**config.mk**
```make
export PLATFORM = sky130hd
export DESIGN_NAME = rsa_exp_ctrl
export DESIGN_NICKNAME = d
export VERILOG_FILES = /design/src/rtl/rsa_exp_ctrl.sv
export SDC_FILE = /design/constraint.sdc
export NUM_CORES = 1
export LEC_CHECK = 0
export BUFFER_PORTS_ARGS = -buffer_cell sky130_fd_sc_hd__buf_2
export CAP_MARGIN = 20
export CORE_ASPECT_RATIO = 0.6
export CORE_MARGIN = 8
export CORE_UTILIZATION = 54
export CTS_BUF_LIST = sky130_fd_sc_hd__clkbuf_4 sky130_fd_sc_hd__clkbuf_8
export CTS_CLUSTER_SIZE = 30
export DETAILED_ROUTE_END_ITERATION = 12
export GPL_ROUTABILITY_DRIVEN = 0
export GPL_TIMING_DRIVEN = 0
export PLACE_DENSITY = 0.78
export SYNTH_ARGS = -nofsm -noshare
export SYNTH_HDL_FRONTEND = slang
export SYNTH_SLANG_ARGS = --single-unit
export TNS_END_PERCENT = 5
```
**constraint.sdc**
```tcl
create_clock -name clk -period 2.5 [get_ports clk]
set_input_delay 0.125 -clock clk [delete_from_list [all_inputs] [get_ports clk]]
set_output_delay 0.125 -clock clk [all_outputs]
set_load 0.02 [all_outputs]
```
**src/rtl/rsa_exp_ctrl.sv**
```systemverilog
// Left-to-right square-and-multiply sequencer for C = M^E mod N, driving an external modular multiplier.
// Optional build macro RSA_SKIP_LEADING_ZEROS_EN skips the squarings of result=1 ahead of the first set exponent bit.
module rsa_exp_ctrl #(
    parameter int DATA_W = 10,
    parameter int EXP_W  = 8
) (
    input  logic              clk,
    input  logic              rstb,
    input  logic              en,
    input  logic              start,
    input  logic [EXP_W-1:0]  exponent,
    input  logic [DATA_W-1:0] message,
    output logic              mul_start,
    output logic [DATA_W-1:0] mul_opa,
    output logic [DATA_W-1:0] mul_opb,
    input  logic              mul_eoc,
    input  logic [DATA_W-1:0] mul_result,
    output logic              busy,
    output logic              eoc,
    output logic [DATA_W-1:0] result
);

    localparam int IDX_W = (EXP_W > 1) ? $clog2(EXP_W) : 1;

    typedef enum logic [2:0] {
        IDLE,
        SQ_REQ,
        SQ_WAIT,
        MUL_REQ,
        MUL_WAIT,
        DONE
    } state_e;

    state_e            state_q, state_d;
    logic [EXP_W-1:0]  exp_q, exp_d;
    logic [DATA_W-1:0] msg_q, msg_d;
    logic [IDX_W-1:0]  idx_q, idx_d;
    logic [DATA_W-1:0] result_q, result_d;
    logic [DATA_W-1:0] opa_q, opa_d;
    logic [DATA_W-1:0] opb_q, opb_d;
    logic              step_bit;

`ifdef RSA_SKIP_LEADING_ZEROS_EN
    // Position of the most significant set bit; seen_one stops the scan at the first 1.
    function automatic logic [IDX_W-1:0] lead_one(input logic [EXP_W-1:0] e);
        logic seen_one;
        lead_one = '0;
        seen_one = 1'b0;
        for (int i = EXP_W - 1; i >= 0; i--) begin
            if (!seen_one && e[i]) begin
                lead_one = IDX_W'(i);
                seen_one = 1'b1;
            end
        end
    endfunction
`endif

    // NOTE: sequential state is written with non-blocking assignments only.
    always_ff @(posedge clk or negedge rstb) begin
        if (!rstb) begin
            state_q  <= IDLE;
            exp_q    <= '0;
            msg_q    <= '0;
            idx_q    <= '0;
            result_q <= '0;
            opa_q    <= '0;
            opb_q    <= '0;
        end else begin
            state_q  <= state_d;
            exp_q    <= exp_d;
            msg_q    <= msg_d;
            idx_q    <= idx_d;
            result_q <= result_d;
            opa_q    <= opa_d;
            opb_q    <= opb_d;
        end
    end

    // NOTE: every signal gets a hold default first so no latch is inferred.
    always_comb begin
        state_d  = state_q;
        exp_d    = exp_q;
        msg_d    = msg_q;
        idx_d    = idx_q;
        result_d = result_q;
        opa_d    = opa_q;
        opb_d    = opb_q;
        step_bit = 1'b0;

        if (en) begin
            unique case (state_q)
                IDLE: begin
                    if (start) begin
                        exp_d    = exponent;
                        msg_d    = message;
                        result_d = DATA_W'(1);
`ifdef RSA_SKIP_LEADING_ZEROS_EN
                        if (exponent == '0) begin
                            state_d = DONE;
                        end else begin
                            idx_d   = lead_one(exponent);
                            state_d = MUL_REQ;
                        end
`else
                        idx_d   = IDX_W'(EXP_W - 1);
                        state_d = SQ_REQ;
`endif
                    end
                end
                SQ_REQ:  state_d = SQ_WAIT;
                SQ_WAIT: begin
                    if (mul_eoc) begin
                        result_d = mul_result;
                        if (exp_q[idx_q]) state_d = MUL_REQ;
                        else              step_bit = 1'b1;
                    end
                end
                MUL_REQ: state_d = MUL_WAIT;
                MUL_WAIT: begin
                    if (mul_eoc) begin
                        result_d = mul_result;
                        step_bit = 1'b1;
                    end
                end
                DONE:    state_d = IDLE;
                default: state_d = IDLE;
            endcase
        end

        if (step_bit) begin
            if (idx_q == '0) begin
                state_d = DONE;
            end else begin
                idx_d   = idx_q - 1'b1;
                state_d = SQ_REQ;
            end
        end

        // Operands are loaded on entry to a request state so they are valid alongside mul_start.
        if (state_d == SQ_REQ && state_q != SQ_REQ) begin
            opa_d = result_d;
            opb_d = result_d;
        end else if (state_d == MUL_REQ && state_q != MUL_REQ) begin
            opa_d = result_d;
            opb_d = msg_d;
        end
    end

    // Pulses come straight from the state, so a pulse masked by en=0 reappears when en returns.
    always_comb begin
        mul_start = 1'b0;
        eoc       = 1'b0;
        busy      = (state_q != IDLE);
        mul_opa   = opa_q;
        mul_opb   = opb_q;
        result    = result_q;
        if (en) begin
            mul_start = (state_q == SQ_REQ) || (state_q == MUL_REQ);
            eoc       = (state_q == DONE);
        end
    end

endmodule
```
==> run_results.csv, run 1 <==
group,metric,value,unit
power_and_ir_drop,power.switching,1560,uW
timing,setup_viol,0,
drt,post_drt_wl_per_cell,17.3,um
grt,grt_usage,0.179,
synthesis,ys_ff_latch,54,
timing,hold_viol_final,0,
grt,grt_busiest_layer,"met2",
placed_design,dp.cells,327,
timing,slew_viol_final,0,
cells_and_area,multi_input_area,946,um2
critical_path,critPathLaunchType,"flop",
run_status,status,"complete, no violations",
grt,antenna_found_initial,0,
power_and_ir_drop,intPower,2260,uW
floorplan,coreArea,0.00421,mm2
cts,cts.sinks,54,
floorplan,core.rowCount,18,
critical_path,slowest_stage,"mux4_2",
synthesis,syn-num-nets,236,
synthesis,synth.avg_cell_area,12.0,um2
cts,path_clk_slew,90,ps
critical_path,path_buf_inv,2,
cells_and_area,area_growth,23.0,%
grt,met3_usage,0.0709,
grt,gr-usage-met1,0.235,
timing,clock-skew-final,5.80,ps
grt,first_global_vias,1866,
drt,routed_wl,5.82,mm
floorplan,dieArea,0.00694,mm2
power_and_ir_drop,vdd.ir_drop.worst,0.000785,V
cts,numCtsBuffers,5,
placed_design,numPortBuffers,65,
critical_path,endpoint_kind,"flop",
critical_path,worstPathArrival,2610,ps
synthesis,synth_area_leaders,"dfrtp_1 (56%), mux2_2 (8.9%), mux2i_1 (5.4%), inv_1 (3.7%), a221oi_1 (3.6%)",
power_and_ir_drop,power_leakage,0.00158,uW
synthesis,netlist_instances,201,
cells_and_area,drive_gt1_frac,0.384,
critical_path,critical_path.max_fanout,10,
drt,drt_first_iter_violations,54,
grt,grt_first_pass_wirelength,9.43,mm
critical_path,worstPathCellList,"buf_4 > mux2i_1 > mux4_2 > o21ba_4 > a211oi_4 > buf_12 > mux2_2",
placed_design,placed_cell_area,0.00284,mm2
floorplan,initial_core_util,0.574,
cts,clockBufferDepth,2,
synthesis,synth_seq_area_share,0.559,
power_and_ir_drop,powerDensity,1290,mW/mm2
power_and_ir_drop,p_sw_frac,0.409,
synthesis,synth_cell_type_count,37,
cells_and_area,nFillCells,335,
grt,gr-total-overflow,0,
grt,met2_usage,0.266,
cts,cts_root_buffer,"clkbuf_8",
power_and_ir_drop,seqPwrFrac,0.383,
synthesis,ys_warn_count,0,
floorplan,fp.dieW,102,um
worst_hold_path,hp-class,"input port to flop",
cts,cts_tree,"yes",
cells_and_area,post-route-util,0.706,
synthesis,synth.top_cell.area_share,0.559,
synthesis,synth_area,0.00242,mm2
floorplan,die_y,67.8,um
synthesis,synth_top_area_cell,"dfrtp_1",
drt,drt_first_pass_iters,4,
drt,viasPerCell,5.29,
cells_and_area,layoutNonFillerInstCount,336,
power_and_ir_drop,p_clk_frac,0.127,
timing,rsz0062_at_grt,"no",
timing,hold-worst-slack,43.0,ps
timing,fmax,414,MHz
cells_and_area,n_antenna_cell,0,
grt,grt_max_degree,43,
cells_and_area,ff_latch_area,0.00135,mm2
cts,cts.htree.levels,2,
drt,remaining_drc_errors,0,
floorplan,io_pins,66,
critical_path,rrSetupSlack,80,ps
timing,period_minus_slack,2420,ps
critical_path,cp_top_family,"multiplexers",
critical_path,slowest_delay,570,ps
timing,slew_headroom,0.607,
cells_and_area,fin_area,0.00297,mm2
timing,tightestPinTransition,590,ps
power_and_ir_drop,pwr-share-comb,0.490,
placed_design,hpwlAfterDp,4.38,mm
drt,ant_nets,0,
timing,min_period_over_period,0.967,
run,max_cap_violations,0,
critical_path,critPathRequiredTime,2690,ps
drt,vias,1778,
cells_and_area,nets,310,
critical_path,critPathKind,"flop to flop",
cts,clock_latency,310,ps
==> cell families after synthesis <==
| logic type | Yosys count | synth area share |
|---|---|---|
| buffers and inverters | 35 | 0.0564 |
| AOI/OAI and AO/OA | 38 | 0.127 |
| DFF | 54 | 0.559 |
| adders and majority gates | 2 | 0.0104 |
| xor gates and xnor gates | 1 | 0.00362 |
| and+or+nand+nor | 38 | 0.0921 |
| muxes | 33 | 0.152 |
==> cells in the final DEF, fill, tap and decap left out, types with 2 or more instances in the layout <==
cell and n:
mux2_2 19, nor2_1 4, nor2b_1 4, nand2_1 5, buf_12 2, nand2b_1 2
o21ai_0 3, dfrtp_1 54, inv_1 24, buf_2 66, mux2i_1 13, a21oi_1 4
nor3_1 10, clkbuf_8 5, nor3b_1 2, clkbuf_2 2, a21o_1 2, a221oi_1 10
nand3_1 4, ha_1 2, and3_1 2, clkbuf_1 6, a22oi_1 10
==> power groups by stage <==
stage	logic [uW]	clock network (uW)	registers [uW]
5_1_grt	2050	537	1510
3_3_place_gp	1760	0	1460
6_report	1870	487	1460
2_1_floorplan	1030	0	1700
4_1_cts	1860	494	1460
3_5_place_dp	1820	0	1480
==> area by class of cell <==
cell class	count	area share
multi-input cells	112	0.318
plain buffers	10	0.0152
well taps	60	0.0253
inverters	24	0.0303
repair buffers	68	0.126
flip-flops and latches	54	0.455
clock inverters	2	0.00463
clock buffers	6	0.0257
==> stage by stage <==
stage	setup TNS [ps]	setup WS (ps)	power, uW
after floorplan	0	257	2730
after global placement	-180	-22.4	3220
after detailed placement	-623	-77.6	3300
after CTS	0	7.75	3820
after global routing	0	23.8	4100
final	0	83.1	3820
==> registers in the layout, indices dropped and copies added, names as in the netlist <==
name,count
mul_opa,10
state_q,3
idx_q,3
msg_q,10
mul_opb,10
exp_q,8
result,10
==> final timing paths <==
check                           start          to  depth (start not counted)
max                          idx_q[0]  mul_opa[9]                          7
min                        message[7]    msg_q[7]                          3
max reg2reg                  idx_q[0]  mul_opa[9]                          7
min reg2reg                  msg_q[6]    msg_q[6]                          2
max in group asynchronous        rstb  state_q[1]                          3
min in group asynchronous        rstb    exp_q[6]                          2
==> cells in the mapped netlist (all sizes together) <==
cell      n
a211oi    2
clkbuf    9
a21o      2
nand3     4
dfrtp    54
ha        2
nor3b     3
nor2b     4
and3      2
a2bb2oi   1
buf       2
nor4      1
nor2      4
nand2     6
nor3     10
a221oi   10
o21a      1
nand2b    2
a32o      1
o21ai     4
nand3b    1
or3       1
o21ba     1
mux2i    13
a22oi    10
mux4      1
inv      24
o211a     1
a21oi     4
o2111ai   1
mux2     19
xor2      1
==> layer usage <==
layer	up-vias	routed length, um
met4	0	56
met1	851	2520
met5	-	0
li1	857	-
met2	63	2560
met3	7	687
==> worst min-delay path: stages <==
cell and delay, ps:
buf_2 70, mux2i_1 70, inv_1 50
==> repair_timing <==
action,4_1_cts,5_1_grt
setup buffers,1,0
gates resized for setup,0,7
hold endpoints to repair,12,0
pin swaps,1,0
setup endpoints to repair,10,13
hold buffers,1,0
No activity file was read; power rests on OpenSTA's default activity.
==> inputs of run 2 (changes only) <==
--- a/config.mk
+++ b/config.mk
@@ -9,13 +9,14 @@
 export CAP_MARGIN = 20
 export CORE_ASPECT_RATIO = 0.6
 export CORE_MARGIN = 8
-export CORE_UTILIZATION = 54
+export CORE_UTILIZATION = 43
 export CTS_BUF_LIST = sky130_fd_sc_hd__clkbuf_4 sky130_fd_sc_hd__clkbuf_8
 export CTS_CLUSTER_SIZE = 30
 export DETAILED_ROUTE_END_ITERATION = 12
 export GPL_ROUTABILITY_DRIVEN = 0
 export GPL_TIMING_DRIVEN = 0
-export PLACE_DENSITY = 0.78
+export HOLD_SLACK_MARGIN = 0.05
+export PLACE_DENSITY = 0.64
 export SYNTH_ARGS = -nofsm -noshare
 export SYNTH_HDL_FRONTEND = slang
 export SYNTH_SLANG_ARGS = --single-unit
==> constraint.sdc (replaced) <==
create_clock -name clk -period 2.5 [get_ports clk]
set_input_delay 0.125 -clock clk [delete_from_list [all_inputs] [get_ports clk]]
set_output_delay 0.125 -clock clk [all_outputs]
set_load 0.1 [all_outputs]
==> run_results.csv, run 2 (same netlist as run 1, synthesis figures left out) <==
group,metric,value,unit
timing,slew_viol_final,0,
floorplan,fp.dieW,113,um
floorplan,io_pins,66,
drt,viasPerCell,5.24,
floorplan,dieArea,0.00836,mm2
cells_and_area,multi_input_area,942,um2
run,max_cap_violations,0,
grt,gr-total-overflow,0,
timing,rsz0062_at_grt,"yes",
timing,period_minus_slack,2410,ps
timing,clock-skew-final,5.00,ps
cells_and_area,nets,314,
cts,cts_tree,"yes",
cts,cts_root_buffer,"clkbuf_8",
grt,grt_max_degree,41,
critical_path,critPathLaunchType,"flop",
cts,cts.htree.levels,2,
cells_and_area,area_growth,25.3,%
cts,clock_latency,300,ps
timing,setup_slack,91.2,ps
cells_and_area,drive_gt1_frac,0.375,
placed_design,hpwlAfterDp,4.46,mm
floorplan,core.rowCount,21,
cts,path_clk_slew,100,ps
timing,fmax,415,MHz
drt,vias,1828,
cells_and_area,final_common_cell,"buf_2",
critical_path,cp_top_family,"multiplexers",
critical_path,slowest_stage,"mux4_2",
timing,hold-worst-slack,56.2,ps
placed_design,numPortBuffers,65,
floorplan,initial_core_util,0.440,
cells_and_area,ff_latch_area,0.00135,mm2
drt,remaining_drc_errors,0,
cts,cts.sinks,54,
placed_design,dp.cells,336,
critical_path,path_buf_inv,2,
cells_and_area,layout.cells.most_common_list,"buf_2 (66), dfrtp_1 (54), inv_1 (24)",
timing,min_period_over_period,0.964,
placed_design,dp_slack,-113,ps
timing,hold_viol_final,0,
floorplan,die_y,74.1,um
critical_path,worstPathArrival,2600,ps
grt,grt_usage,0.146,
timing,tightestPinTransition,788,ps
critical_path,critPathKind,"flop to flop",
grt,antenna_found_initial,0,
drt,drt_first_pass_iters,4,
drt,drt_first_iter_violations,60,
timing,setup_viol,0,
critical_path,worstPathCellList,"buf_4 > mux2i_1 > mux4_2 > o21ba_4 > a211oi_4 > buf_12 > mux2_2",
cells_and_area,n_antenna_cell,0,
critical_path,slowest_delay,580,ps
floorplan,coreArea,0.00549,mm2
run_status,status,"complete, no violations",
cells_and_area,nFillCells,482,
critical_path,endpoint_kind,"flop",
drt,routed_wl,5.95,mm
worst_hold_path,hp-class,"input port to flop",
grt,grt_first_pass_wirelength,9.74,mm
grt,first_global_vias,1927,
drt,post_drt_wl_per_cell,17.0,um
timing,slew_headroom,0.471,
critical_path,critical_path.max_fanout,10,
cts,numCtsBuffers,5,
cells_and_area,layoutNonFillerInstCount,349,
drt,ant_nets,0,
critical_path,critPathRequiredTime,2690,ps
cts,clockBufferDepth,2,
## run 2: changes by cell type in the layout (fill, tap and decap cells not counted), sizes merged
cell	before	now
clkinv	2	1
clkbuf	14	16
dlygate4sd3	1	4
## run 2: repair_timing
item | 4_1_cts | 5_1_grt
buffers inserted | 1 | 0
gates resized for setup | 2 | 3
setup endpoints to repair | 20 | 10
hold endpoints to repair | 16 | 1
hold buffers | 3 | 1
pin swaps | 1 | 0
## run 2: worst paths after layout
kind                             start         end  slack (ps)  cells after the start
min reg2reg                   msg_q[3]    msg_q[3]         490                      2
min                        exponent[0]    exp_q[0]          60                      2
min in group asynchronous         rstb  mul_opa[4]         270                      2
max in group asynchronous         rstb   result[0]        1710                      3
max                           idx_q[0]  mul_opa[1]          90                      7
max reg2reg                   idx_q[0]  mul_opa[1]          90                      7
## run 2: per-stage QoR
step	setup TNS (ps)	area, um2	utilization
floorplan	0	2420	-
global placement	-664	2830	0.515
detailed placement	-1420	2850	0.519
CTS	0	3010	0.548
global route	-40.1	3030	0.552
finish	0	3030	0.552
## run 2: cell type report
cell class	instances	share of cell area
timing repair buffer	71	0.134
clock buffer	7	0.0318
multi-input combinational	112	0.311
clock inverter	1	0.00289
buffer	11	0.0161
sequential	54	0.446
inverter	24	0.0297
tap	69	0.0285
## run 2: worst reg2reg max path, stage by stage (launching register included)
cell	delay [ps]
dfrtp_1	370
buf_4	160
mux2i_1	140
mux4_2	580
o21ba_4	290
a211oi_4	250
buf_12	180
mux2_2	340
## run 2: metal layers
metal / track usage / wire [um]
met5: 0 / 0
met1: 0.210 / 3030
met4: 0.0148 / 0
met2: 0.208 / 2430
met3: 0.0559 / 488
Power of run 2 is left out: the tool's default activity adds up to more than one toggle a clock period on the data nets, which glitch-free logic cannot reach.
==> inputs of run 3 (changes only) <==
--- a/config.mk
+++ b/config.mk
@@ -9,14 +9,14 @@
 export CAP_MARGIN = 20
 export CORE_ASPECT_RATIO = 0.6
 export CORE_MARGIN = 8
-export CORE_UTILIZATION = 43
+export CORE_UTILIZATION = 54
 export CTS_BUF_LIST = sky130_fd_sc_hd__clkbuf_4 sky130_fd_sc_hd__clkbuf_8
 export CTS_CLUSTER_SIZE = 30
 export DETAILED_ROUTE_END_ITERATION = 12
 export GPL_ROUTABILITY_DRIVEN = 0
 export GPL_TIMING_DRIVEN = 0
 export HOLD_SLACK_MARGIN = 0.05
-export PLACE_DENSITY = 0.64
+export PLACE_DENSITY = 0.78
 export SYNTH_ARGS = -nofsm -noshare
 export SYNTH_HDL_FRONTEND = slang
 export SYNTH_SLANG_ARGS = --single-unit
==> run_results.csv, run 3 (same netlist as run 1, synthesis figures left out) <==
group,metric,value,unit
run_status,status,"complete, no violations",
cells_and_area,final_common_cell,"buf_2",
critical_path,critical_path.max_fanout,10,
cells_and_area,layoutNonFillerInstCount,348,
drt,drt_first_pass_iters,4,
grt,first_global_vias,1986,
critical_path,critPathKind,"flop to flop",
timing,setup_viol,0,
timing,slew_viol_final,0,
critical_path,path_buf_inv,2,
floorplan,fp.dieW,102,um
cts,clock_latency,310,ps
timing,slew_headroom,0.602,
cts,numCtsBuffers,5,
floorplan,coreArea,0.00421,mm2
worst_hold_path,hp-class,"input port to flop",
critical_path,slowest_stage,"mux4_2",
timing,hold_viol_final,0,
cts,cts.htree.levels,2,
cts,clockBufferDepth,2,
placed_design,dp_slack,-77.6,ps
floorplan,initial_core_util,0.574,
critical_path,endpoint_kind,"flop",
grt,grt_usage,0.189,
critical_path,worstPathArrival,2600,ps
cells_and_area,multi_input_area,946,um2
placed_design,hpwlAfterDp,4.38,mm
floorplan,die_y,67.8,um
run,max_cap_violations,0,
grt,antenna_found_initial,0,
drt,routed_wl,6.06,mm
timing,clock-skew-final,3.20,ps
cts,cts.sinks,54,
cts,path_clk_slew,90,ps
cts,cts_root_buffer,"clkbuf_8",
floorplan,dieArea,0.00694,mm2
drt,vias,1854,
timing,setup_slack,93.9,ps
critical_path,critPathLaunchType,"flop",
drt,drt_first_iter_violations,72,
placed_design,dp.cells,327,
cells_and_area,area_growth,28.0,%
floorplan,core.rowCount,18,
cells_and_area,layout.cells.most_common_list,"buf_2 (66), dfrtp_1 (54), inv_1 (24)",
grt,grt_max_degree,43,
critical_path,worstPathCellList,"buf_4 > mux2i_1 > mux4_2 > o21ba_4 > a211oi_4 > buf_12 > mux2_2",
drt,post_drt_wl_per_cell,17.4,um
cells_and_area,nFillCells,317,
placed_design,numPortBuffers,65,
drt,viasPerCell,5.33,
critical_path,critPathRequiredTime,2700,ps
timing,fmax,416,MHz
timing,hold-worst-slack,60.1,ps
timing,tightestPinTransition,598,ps
critical_path,slowest_delay,560,ps
timing,min_period_over_period,0.962,
cts,cts_tree,"yes",
timing,rsz0062_at_grt,"no",
critical_path,cp_top_family,"multiplexers",
grt,grt_first_pass_wirelength,9.94,mm
grt,gr-total-overflow,0,
cells_and_area,n_antenna_cell,0,
floorplan,io_pins,66,
drt,ant_nets,0,
cells_and_area,drive_gt1_frac,0.368,
timing,period_minus_slack,2410,ps
drt,remaining_drc_errors,0,
cells_and_area,ff_latch_area,0.00135,mm2
cells_and_area,nets,322,
==> run 3: worst reg2reg max path: cells and delay by family, from the launching register on <==
kind | cells | cell delay, ps
muxes | 3 | 1040
buffers and inverters | 2 | 340
AOI/OAI and AO/OA | 2 | 550
DFF | 1 | 370
==> run 3: metal layers <==
layer  vias up  routed length, um  track usage
met5         -                  0            0
met4         0                 71       0.0708
met3         9                638       0.0668
met2        61               2670        0.290
met1       899               2680        0.242
li1        885                  -            -
==> run 3: area by class of cell <==
class / count / area share
Buffer: 10 / 0.0146
Sequential cell: 54 / 0.437
Clock buffer: 6 / 0.0247
Multi-Input combinational cell: 112 / 0.306
Clock inverter: 2 / 0.00445
Timing Repair Buffer: 80 / 0.160
Inverter: 24 / 0.0291
Tap cell: 60 / 0.0243
==> run 3: worst paths after layout <==
path | startpoint | end | slack, ps | cells past startpoint
max | idx_q[0] | mul_opa[9] | 90 | 7
min in group asynchronous | rstb | exp_q[6] | 220 | 2
min | message[0] | msg_q[0] | 60 | 3
max reg2reg | idx_q[0] | mul_opa[9] | 90 | 7
min reg2reg | msg_q[6] | msg_q[6] | 490 | 2
max in group asynchronous | rstb | mul_opb[9] | 1770 | 3
==> run 3: per-stage QoR <==
step                TNS, ps  instance area, um2   util
CTS                       0                3060  0.726
floorplan                 0                2420      -
finish                    0                3090  0.734
detailed placement     -623                2840  0.674
global placement       -180                2820  0.669
global route              0                3090  0.734
==> run 3: what timing repair did <==
action	CTS	global route
hold endpoints to repair	64	2
pin swaps	1	0
hold buffers	11	2
gates resized for setup	0	7
endpoints found under the setup margin	10	13
buffers inserted	1	0
Power of run 3 is left out for the same reason.
